File: src/rtl/fifo_pkg.sv
// Shared types for the flow-controlled FIFO: flow-state encoding and depth derivation.
package fifo_pkg;

  typedef enum logic [2:0] {
    EMPTY    = 3'b001,
    CONTINUE = 3'b010,
    PAUSE    = 3'b100
  } flow_state_e;

  function automatic int unsigned depth_of(input int unsigned aw);
    return 32'd1 << aw;
  endfunction

endpackage

File: src/rtl/fifo_fc_if.sv
// Bus between a packet source (master) and the FIFO (slave): data, requests, thresholds, status.
interface fifo_fc_if #(
  parameter int unsigned DW = 8,
  parameter int unsigned AW = 3
);
  logic [DW-1:0] data_in;
  logic          push;
  logic          pop;
  logic          err_clear;
  logic [AW:0]   umbral_almost_full;
  logic [AW:0]   umbral_almost_empty;

  logic [DW-1:0] data_out_c;
  logic          valid_out_c;
  logic [AW:0]   count_c;
  logic          fifo_empty_c;
  logic          fifo_full_c;
  logic          pause_c;
  logic          overflow_c;
  logic          underflow_c;
  logic          error_c;

  modport master (
    output data_in, push, pop, err_clear, umbral_almost_full, umbral_almost_empty,
    input  data_out_c, valid_out_c, count_c, fifo_empty_c, fifo_full_c,
           pause_c, overflow_c, underflow_c, error_c
  );

  modport slave (
    input  data_in, push, pop, err_clear, umbral_almost_full, umbral_almost_empty,
    output data_out_c, valid_out_c, count_c, fifo_empty_c, fifo_full_c,
           pause_c, overflow_c, underflow_c, error_c
  );
endinterface

File: src/rtl/ram_dp_c.sv
// Simple dual-port RAM: one write port, one read port with registered read data.
module ram_dp_c
  import fifo_pkg::*;
#(
  parameter int unsigned AW = 3,
  parameter int unsigned DW = 8
) (
  input  logic          clk,
  input  logic          rst,
  input  logic          we,
  input  logic [AW-1:0] waddr,
  input  logic [DW-1:0] wdata,
  input  logic          re,
  input  logic [AW-1:0] raddr,
  output logic [DW-1:0] rdata
);
  localparam int unsigned DEPTH = depth_of(AW);

  logic [DW-1:0] mem_q [DEPTH];

  // Array is intentionally left unreset.
  always_ff @(posedge clk) begin
    if (we) begin
      mem_q[waddr] <= wdata;
    end
  end

  // Read returns the pre-write contents when both ports hit the same entry.
  always_ff @(posedge clk) begin
    if (rst) begin
      rdata <= '0;
    end else if (re) begin
      rdata <= mem_q[raddr];
    end
  end
endmodule

File: src/rtl/fifo_fc.sv
// Synchronous FIFO with occupancy-based hysteretic pause and sticky overflow/underflow flags.
module fifo_fc
  import fifo_pkg::*;
#(
  parameter int unsigned DW = 8,
  parameter int unsigned AW = 3
) (
  input logic      clk,
  input logic      reset,
  fifo_fc_if.slave bus
);
  localparam int unsigned DEPTH = depth_of(AW);
  localparam int unsigned CW    = AW + 1;
  localparam int unsigned TW    = AW + 2;

  logic [AW-1:0] wr_ptr_q, wr_ptr_d;
  logic [AW-1:0] rd_ptr_q, rd_ptr_d;
  logic [CW-1:0] count_q, count_d;
  flow_state_e   state_q, state_d;
  logic          empty_q, full_q, valid_q;
  logic          overflow_q, overflow_d;
  logic          underflow_q, underflow_d;

  logic          is_empty, is_full;
  logic          push_ok, pop_ok;
  logic          ovf_ev, unf_ev;
  logic [TW-1:0] thr_set, thr_rel, cnt_nxt;
  logic [DW-1:0] rd_data;

  // Accept decisions and next-state values, all from the pre-edge count.
  always_comb begin
    is_empty    = (count_q == '0);
    is_full     = (count_q == CW'(DEPTH));
    pop_ok      = bus.pop & ~is_empty;
    push_ok     = bus.push & (~is_full | pop_ok);
    ovf_ev      = bus.push & ~push_ok;
    unf_ev      = bus.pop & is_empty;

    wr_ptr_d    = wr_ptr_q + AW'(push_ok);
    rd_ptr_d    = rd_ptr_q + AW'(pop_ok);
    count_d     = count_q + CW'(push_ok) - CW'(pop_ok);

    overflow_d  = (overflow_q & ~bus.err_clear) | ovf_ev;
    underflow_d = (underflow_q & ~bus.err_clear) | unf_ev;

    // A zero assert threshold means the FIFO can never reach it.
    thr_set = (bus.umbral_almost_full == '0) ? TW'(DEPTH + 1) : TW'(bus.umbral_almost_full);
    thr_rel = TW'(bus.umbral_almost_empty);
    cnt_nxt = TW'(count_d);

    state_d = state_q;
    case (state_q)
      EMPTY: begin
        if (count_d != '0) state_d = CONTINUE;
      end
      CONTINUE: begin
        if (cnt_nxt >= thr_set)    state_d = PAUSE;
        else if (count_d == '0)    state_d = EMPTY;
      end
      PAUSE: begin
        if (cnt_nxt >= thr_set)    state_d = PAUSE;
        else if (count_d == '0)    state_d = EMPTY;
        else if (cnt_nxt <= thr_rel) state_d = CONTINUE;
      end
      default: state_d = EMPTY;
    endcase
  end

  always_ff @(posedge clk) begin
    if (reset) begin
      wr_ptr_q    <= '0;
      rd_ptr_q    <= '0;
      count_q     <= '0;
      state_q     <= EMPTY;
      empty_q     <= 1'b1;
      full_q      <= 1'b0;
      valid_q     <= 1'b0;
      overflow_q  <= 1'b0;
      underflow_q <= 1'b0;
    end else begin
      wr_ptr_q    <= wr_ptr_d;
      rd_ptr_q    <= rd_ptr_d;
      count_q     <= count_d;
      state_q     <= state_d;
      empty_q     <= (count_d == '0);
      full_q      <= (count_d == CW'(DEPTH));
      valid_q     <= pop_ok;
      overflow_q  <= overflow_d;
      underflow_q <= underflow_d;
    end
  end

  ram_dp_c #(
    .AW(AW),
    .DW(DW)
  ) u_ram (
    .clk   (clk),
    .rst   (reset),
    .we    (push_ok & ~reset),
    .waddr (wr_ptr_q),
    .wdata (bus.data_in),
    .re    (pop_ok & ~reset),
    .raddr (rd_ptr_q),
    .rdata (rd_data)
  );

  assign bus.data_out_c   = rd_data;
  assign bus.valid_out_c  = valid_q;
  assign bus.count_c      = count_q;
  assign bus.fifo_empty_c = empty_q;
  assign bus.fifo_full_c  = full_q;
  assign bus.pause_c      = (state_q == PAUSE);
  assign bus.overflow_c   = overflow_q;
  assign bus.underflow_c  = underflow_q;
  assign bus.error_c      = overflow_q | underflow_q;
endmodule

File: src/flat_wrapper.sv
// flat-port wrapper written by rule: the top's interface ports become plain ports
module fifo_fc_flat import fifo_pkg::*;
#(
  parameter int unsigned DW = 8,
  parameter int unsigned AW = 3
)
  (clk, reset, bus_data_in, bus_push, bus_pop, bus_err_clear, bus_umbral_almost_full, bus_umbral_almost_empty, bus_data_out_c, bus_valid_out_c, bus_count_c, bus_fifo_empty_c, bus_fifo_full_c, bus_pause_c, bus_overflow_c, bus_underflow_c, bus_error_c);
  fifo_fc_if #(.DW(DW), .AW(AW)) bus_i ();
  input logic clk;
  input logic reset;
  input wire logic [$bits(bus_i.data_in)-1:0] bus_data_in;
  input wire logic [$bits(bus_i.push)-1:0] bus_push;
  input wire logic [$bits(bus_i.pop)-1:0] bus_pop;
  input wire logic [$bits(bus_i.err_clear)-1:0] bus_err_clear;
  input wire logic [$bits(bus_i.umbral_almost_full)-1:0] bus_umbral_almost_full;
  input wire logic [$bits(bus_i.umbral_almost_empty)-1:0] bus_umbral_almost_empty;
  output wire logic [$bits(bus_i.data_out_c)-1:0] bus_data_out_c;
  output wire logic [$bits(bus_i.valid_out_c)-1:0] bus_valid_out_c;
  output wire logic [$bits(bus_i.count_c)-1:0] bus_count_c;
  output wire logic [$bits(bus_i.fifo_empty_c)-1:0] bus_fifo_empty_c;
  output wire logic [$bits(bus_i.fifo_full_c)-1:0] bus_fifo_full_c;
  output wire logic [$bits(bus_i.pause_c)-1:0] bus_pause_c;
  output wire logic [$bits(bus_i.overflow_c)-1:0] bus_overflow_c;
  output wire logic [$bits(bus_i.underflow_c)-1:0] bus_underflow_c;
  output wire logic [$bits(bus_i.error_c)-1:0] bus_error_c;
  assign bus_i.data_in = bus_data_in;
  assign bus_i.push = bus_push;
  assign bus_i.pop = bus_pop;
  assign bus_i.err_clear = bus_err_clear;
  assign bus_i.umbral_almost_full = bus_umbral_almost_full;
  assign bus_i.umbral_almost_empty = bus_umbral_almost_empty;
  assign bus_data_out_c = bus_i.data_out_c;
  assign bus_valid_out_c = bus_i.valid_out_c;
  assign bus_count_c = bus_i.count_c;
  assign bus_fifo_empty_c = bus_i.fifo_empty_c;
  assign bus_fifo_full_c = bus_i.fifo_full_c;
  assign bus_pause_c = bus_i.pause_c;
  assign bus_overflow_c = bus_i.overflow_c;
  assign bus_underflow_c = bus_i.underflow_c;
  assign bus_error_c = bus_i.error_c;
  fifo_fc #(.DW(DW), .AW(AW)) u_core (.clk(clk), .reset(reset), .bus(bus_i));
endmodule
File: config.mk
export PLATFORM = sky130hd
export DESIGN_NAME = fifo_fc_flat
export DESIGN_NICKNAME = d
export VERILOG_FILES = /design/src/rtl/fifo_pkg.sv /design/src/rtl/fifo_fc_if.sv /design/src/rtl/ram_dp_c.sv /design/src/rtl/fifo_fc.sv /design/src/flat_wrapper.sv
export SDC_FILE = /design/constraint.sdc
export NUM_CORES = 1
export LEC_CHECK = 0
export CAP_MARGIN = 20
export CELL_PAD_IN_SITES_DETAIL_PLACEMENT = 1
export CELL_PAD_IN_SITES_GLOBAL_PLACEMENT = 1
export CORE_ASPECT_RATIO = 0.5
export CORE_MARGIN = 5
export CORE_UTILIZATION = 50
export CTS_CLUSTER_DIAMETER = 40
export DETAILED_ROUTE_END_ITERATION = 12
export PLACE_DENSITY_LB_ADDON = 0.25
export SYNTH_ARGS = -nofsm -noshare
export SYNTH_HDL_FRONTEND = slang
export SYNTH_SLANG_ARGS = --single-unit
File: constraint.sdc
create_clock -name clk -period 7.1 [get_ports clk]
set_clock_uncertainty 0.05 [all_clocks]
set_input_delay 1.42 -clock clk [delete_from_list [all_inputs] [get_ports clk]]
set_output_delay 1.42 -clock clk [all_outputs]
set_load 0.05 [all_outputs]
# Yosys cells after proc, flatten, opt, wreduce, memory -nomap -nowiden
# Memories as Yosys holds them, arrays and structs flattened. A register that Yosys moved wholly into a read port is not among the register bits.
# Cells that the tools add are included.
[totals]
mem_bits_rw = 64
register_bits = 18
mem_count = 1
input_bits = 21
elab_cells = 56
[mem_list]
columns = ["memory", "words", "word_bits", "read_ports", "rd_ports_with_merged_regs", "write_ports", "line_no", "source"]
rows = [
  ["u_core.u_ram.mem_q", 8, 8, 1, 1, 1, "ram_dp_c.sv:19", "logic [DW-1:0] mem_q [DEPTH];"],
]
[op_classes]
n_reduce_logical = 5
n_lt_le_gt_ge = 2
n_mux = 10
n_bitwise = 17
eq_ne = 8
n_addsub = 4
[ops]
columns = ["cell", "count"]
rows = [
  ["$mux 3", 6],
  ["$logic_not 4->1", 3],
  ["$pmux 3 s3", 1],
  ["$and 1x1->1", 8],
  ["$eq 4x4->1 const B", 2],
  ["$add 3x1->3", 2],
  ["$ge 4x5->1", 1],
  ["$not 1->1", 5],
  ["$add 4x1->4", 1],
  ["$le 4x4->1", 1],
  ["$mux 4", 1],
  ["$ne 4x1->1 const B", 1],
  ["$or 1x1->1", 4],
  ["$reduce_bool 4->1", 1],
  ["$sub 4x1->4", 1],
  ["$eq 3x1->1 const B", 1],
  ["$eq 3x2->1 const B", 1],
  ["$eq 3x3->1 const B", 1],
  ["$ne 3x1->1 const B", 1],
  ["$reduce_and 3->1", 1],
  ["$mux 1", 2],
  ["$ne 2x1->1 const B", 1],
]

# Logic depth before layout (Yosys ltp)
[depth]
word_depth = 12
mapped_depth = 19

# Cells and area by module
# From an unflattened synthesis, not the netlist that was laid out.
[unflattened]
cells_unflattened = 280
area_unflattened_um2 = 3843.7
[by_module_without_submodules]
columns = ["mod", "cells_each", "seq_area_each_um2", "n_inst", "area_each_um2"]
rows = [
  ["ram_dp_c", 162, 2082.0, 1, 2812.7],
  ["fifo_fc", 118, 360.3, 1, 1031.0],
]

# Worst setup path after synthesis
# OpenSTA, ideal clock, no wires.
[synth_path]
path_kind = "input to register"
from = "input port bus_pop"
to = "register u_core.state_q[0]"
t_arrival_ns = 4.031
stages = 16
path_buffers = 2
slack_ns = 2.895
cell_sequence = "and2_1 -> clkbuf_1 -> buf_2 -> nand2_1 -> o21ai_0 -> ha_1 -> inv_1 -> fa_1 -> xor2_1 -> inv_1 -> ha_1 -> nor3_1 -> a211o_2 -> nand2_1 -> a22oi_1 -> or2_2"
[synth_via]
elab_chain_len = 9
word_cells_on_any_way = 17
cone_classes = "add/sub: 2; order compare: 2; eq/ne: 3; mux: 4; bitwise: 3; reduce/logical: 3"
[synth_lines]
columns = ["element", "line_no", "source"]
rows = [
  ["from (decl)", "flat_wrapper.sv:13", "input wire logic [$bits(bus_i.pop)-1:0] bus_pop;"],
  ["$and 1x1->1 (*)", "fifo_fc.sv:34", "pop_ok = bus.pop & ~is_empty;"],
  ["$or 1x1->1", "fifo_fc.sv:35", "push_ok = bus.push & (~is_full | pop_ok);"],
  ["$and 1x1->1", "fifo_fc.sv:35", ""],
  ["$add 4x1->4", "fifo_fc.sv:41", "count_d = count_q + CW'(push_ok) - CW'(pop_ok);"],
  ["$sub 4x1->4 (*)", "fifo_fc.sv:41", ""],
  ["named net u_core.count_d[2]", "fifo_fc.sv:18", "logic [CW-1:0] count_q, count_d;"],
  ["parallel branches: the longest is 4 deep, another holds $ge 4x5->1", "n/a", ""],
  ["to (signal assigned)", "fifo_fc.sv:84", "state_q <= state_d;"],
  ["to (decl)", "fifo_fc.sv:19", "flow_state_e state_q, state_d;"],
]
# Mark *: on every way through the listed nets, which the timed path passes.
# A chain may end at the register's enable or synchronous reset.

# Final worst setup path
[layout_path]
from = "input port bus_pop"
to = "register u_core.state_q[2]"
# The elaborated chain is that of the path after synthesis.

==> flow_summary.ini <==
[run_status]
outcome = completed

[timing]
max-slew-margin-rel_pct = 39.3
maxClockFrequency_mhz = 206
min_period_ps = 4850
hold_viol_final = 0
post-route-worst-setup-slack_ps = 2250
slew_viol_final = 0
rsz_0062_raised_after_global_routing = false
timing_worst_slew_pin_value_ps = 906
fin_setup_tns_ps = 0
fin_crit_sh_pct = 68.2
final-setup-viol-count = 0
worst_hold_margin_ps = 423

[place]
port_buffer_count = 39
place_area_sq_um = 4290
place.gp.congestion = 0.772
hpwl_um = 5770
dp_worst_setup_slack_ps = 1950

[finish]
fin_nets = 347
postLayoutCoreUtil_pct = 62.8
layout.filler_cells = 683
antenna-diode-count = 0
layout_cells_sized_above_1_pct = 13.4
flow.area_growth_from_synthesis_pct = 21.5
stdcell_area_sq_um = 4620

[synthesis]
postSynth.topFlopCell = sky130_fd_sc_hd__edfxtp_1
ys_seq_area_share_pct = 64.2
synthesis.area_sq_um = 3800
yosys_warnings = 0
synthDistinctLibCells = 38
postSynthRegisterBits = 90
synthCells = 265
share_of_the_synthesized_area_in_the_top_cell_type_pct = 50.5
most_numerous_cell_types_in_the_synthesized_netlist = sky130_fd_sc_hd__edfxtp_1 (64), sky130_fd_sc_hd__nor2_1 (32), sky130_fd_sc_hd__dfxtp_1 (26)
post_synth_main_area_contributors = sky130_fd_sc_hd__edfxtp_1 (51%), sky130_fd_sc_hd__dfxtp_1 (14%), sky130_fd_sc_hd__mux4_2 (9.5%)
synth_fp_nets = 303
synth_edf_count = 64
yosysTopAreaCell = sky130_fd_sc_hd__edfxtp_1
synthMostInstantiatedCell = sky130_fd_sc_hd__edfxtp_1
avgSynthCellArea_sq_um = 14.3
asyncSetResetFlopFracSynth_pct = 0

[clock_network]
cts_inserted_buffers = 9
postCtsSetupRepairBufs = 0
clock_latency_ps = 340
max-clock-path-buffers = 2
h_tree_depth = 3
post_cts_resize_count = 0
clk_root_buffer_cell = sky130_fd_sc_hd__clkbuf_16
tritoncts = built
clkSinkCount = 90
post_cts_hold_buffer_count = 0
clk_pin_slew_worst_paths_ps = 60

[grt]
grtUsageMet2_pct = 33.1
global_route.peak_usage_layer = met2
first_global_vias = 2440
gr_util_met3_pct = 6.94
grt_pass1_wl_um = 13200
pin_count_of_the_biggest_net_entering_global_routing = 28
antenna_found_initial = 0
groute.layer.met1.usage_pct = 22.2
gr_overflow_total = 0
globalRouteTotalUtil_pct = 18.7

[floorplan]
design.portCount = 40
dieWidth_um = 133
dieHeight_um = 71.7
initial_core_utilization_pct = 51.7
fp-row-count = 22
core-area_sq_um = 7350
design.die.area_sq_um = 9550

[route]
detail_route_antenna_nets = 0
vias = 2247
drt-wirelength-per-cell_um = 20.3
drt_wl_total_um = 8330
firstDrtPassIters = 4
drt_first_iter_violations = 116
detail_route.vias_per_cell = 5.48
remaining_drc_errors = 0

[critical_path]
cp.required_ps = 7300
maximum_fanout_count_along_the_critical_path = 18
arrival_worst_endpoint_ps = 5050
critical_path.startpoint_type = input pin
crit_path_end_kind = flip-flop
setup.worst_path.class = in2reg

[pwr]
static-leakage-power_uw = 0.00163
power_report.internal_total_uw = 1200
clock_network_power_share_pct = 27.9
netSwitchingPower_uw = 641
cellPowerDensity_nw_per_um2 = 399
power.share.switching_pct = 34.8
combPwrFrac_pct = 36.6
ir_worst_vdd_mv = 0.189
power.share.sequential_pct = 35.6

[worst_hold_path]
holdCritPathClass = reg2reg

[job]
maxCapViolCount = 0
## critical path: stages
cell                              delay, ps
sky130_fd_sc_hd__clkdlybuf4s50_1        560
sky130_fd_sc_hd__and2_1                 550
sky130_fd_sc_hd__nand2_1                200
sky130_fd_sc_hd__o21ai_0                130
sky130_fd_sc_hd__ha_1                   190
sky130_fd_sc_hd__inv_1                   50
sky130_fd_sc_hd__fa_1                   370
sky130_fd_sc_hd__xor2_1                 260
sky130_fd_sc_hd__inv_1                  120
sky130_fd_sc_hd__ha_1                   310
sky130_fd_sc_hd__nor3_1                 180
sky130_fd_sc_hd__a211o_2                170
sky130_fd_sc_hd__nand2b_1               140
sky130_fd_sc_hd__nand4b_1               140
sky130_fd_sc_hd__a221oi_2               250
## cell usage in the layout, fill, tap and decap left out, types with 2 or more instances in the layout
master | Yosys | final
sky130_fd_sc_hd__a211oi_1 | 8 | 8
sky130_fd_sc_hd__a21oi_1 | 4 | 4
sky130_fd_sc_hd__and2_1 | 2 | 2
sky130_fd_sc_hd__and3_1 | 2 | 2
sky130_fd_sc_hd__buf_4 | 2 | 4
sky130_fd_sc_hd__bufinv_16 | 0 | 2
sky130_fd_sc_hd__clkbuf_16 | 0 | 9
sky130_fd_sc_hd__clkdlybuf4s50_1 | 0 | 39
sky130_fd_sc_hd__clkinv_2 | 0 | 2
sky130_fd_sc_hd__dfxtp_1 | 26 | 26
sky130_fd_sc_hd__edfxtp_1 | 64 | 64
sky130_fd_sc_hd__ha_1 | 16 | 16
sky130_fd_sc_hd__inv_1 | 20 | 20
sky130_fd_sc_hd__inv_6 | 0 | 2
sky130_fd_sc_hd__mux2i_1 | 8 | 8
sky130_fd_sc_hd__mux4_2 | 16 | 16
sky130_fd_sc_hd__nand2_1 | 10 | 10
sky130_fd_sc_hd__nand2b_1 | 6 | 6
sky130_fd_sc_hd__nand3_1 | 4 | 4
sky130_fd_sc_hd__nand4b_1 | 2 | 2
sky130_fd_sc_hd__nor2_1 | 32 | 32
sky130_fd_sc_hd__nor2b_1 | 4 | 4
sky130_fd_sc_hd__nor3_1 | 8 | 8
sky130_fd_sc_hd__o21ai_0 | 2 | 2
sky130_fd_sc_hd__or2_2 | 3 | 3
sky130_fd_sc_hd__xnor2_1 | 3 | 3
## cell type report
type	instances	area [sq um]	area share (%)
inverters	20	75.1	1.63
clock buffers	9	225	4.88
clock inverters	7	98.8	2.14
multi-input cells	145	1240	26.8
repair buffers	43	420	9.10
well taps	96	120	2.60
flip-flops and latches	90	2440	52.9
## per-layer routing
layer  wire length (um)  vias up
li1                   -     1065
met3                459       11
met1               3490     1121
met2               4310       50
met4                 71        0
met5                  0        -
## worst paths after layout
check                                   start                                to  slack [ps]  depth (start not counted)
min          u_core.bus.overflow_c$_SDFF_PP0_  u_core.bus.overflow_c$_SDFF_PP0_         420                          2
min reg2reg  u_core.bus.overflow_c$_SDFF_PP0_  u_core.bus.overflow_c$_SDFF_PP0_         420                          2
max                                   bus_pop    u_core.state_q[2]$_SDFFE_PP0P_        2250                         15
max reg2reg  u_core.bus.count_c[2]$_SDFF_PP0_    u_core.state_q[2]$_SDFFE_PP0P_        3150                         17
## through the flow
stage          cells  total power [uW]
6_report         410              1840
5_1_grt          410              1960
4_1_cts          410              1860
3_5_place_dp     394              1340
3_3_place_gp     394              1300
2_1_floorplan    265              1150
## power by group through the flow
stage	clock (uW)	combinational [uW]	sequential, uW
floorplan	0	396	751
finish	513	674	655
global placement	0	638	663
global route	551	746	661
CTS	520	682	655
detailed placement	0	674	666
## cell families (layout without fill, tap and decap cells)
group / after synthesis / after routing / synth area share [%]
flops: 90 / 90 / 64.2
compound gates: 23 / 23 / 4.41
buf+inv: 30 / 79 / 3.26
xor+xnor: 4 / 4 / 0.922
mux: 24 / 24 / 11.6
simple gates: 77 / 77 / 9.81
fa+ha+maj: 17 / 17 / 5.79
## state kept, by name, indices dropped and copies added (netlist names)
| register | count |
|---|---|
| u_core.rd_ptr_q | 3 |
| u_core.bus.fifo_full_c | 1 |
| u_core.bus.underflow_c | 1 |
| u_core.bus.overflow_c | 1 |
| u_core.bus.count_c | 4 |
| u_core.bus.valid_out_c | 1 |
| u_core.u_ram.mem_q | 64 |
| u_core.bus.fifo_empty_c | 1 |
| u_core.u_ram.rdata | 8 |
| u_core.wr_ptr_q | 3 |
| u_core.state_q | 3 |
(Power assumes the default switching activity.)
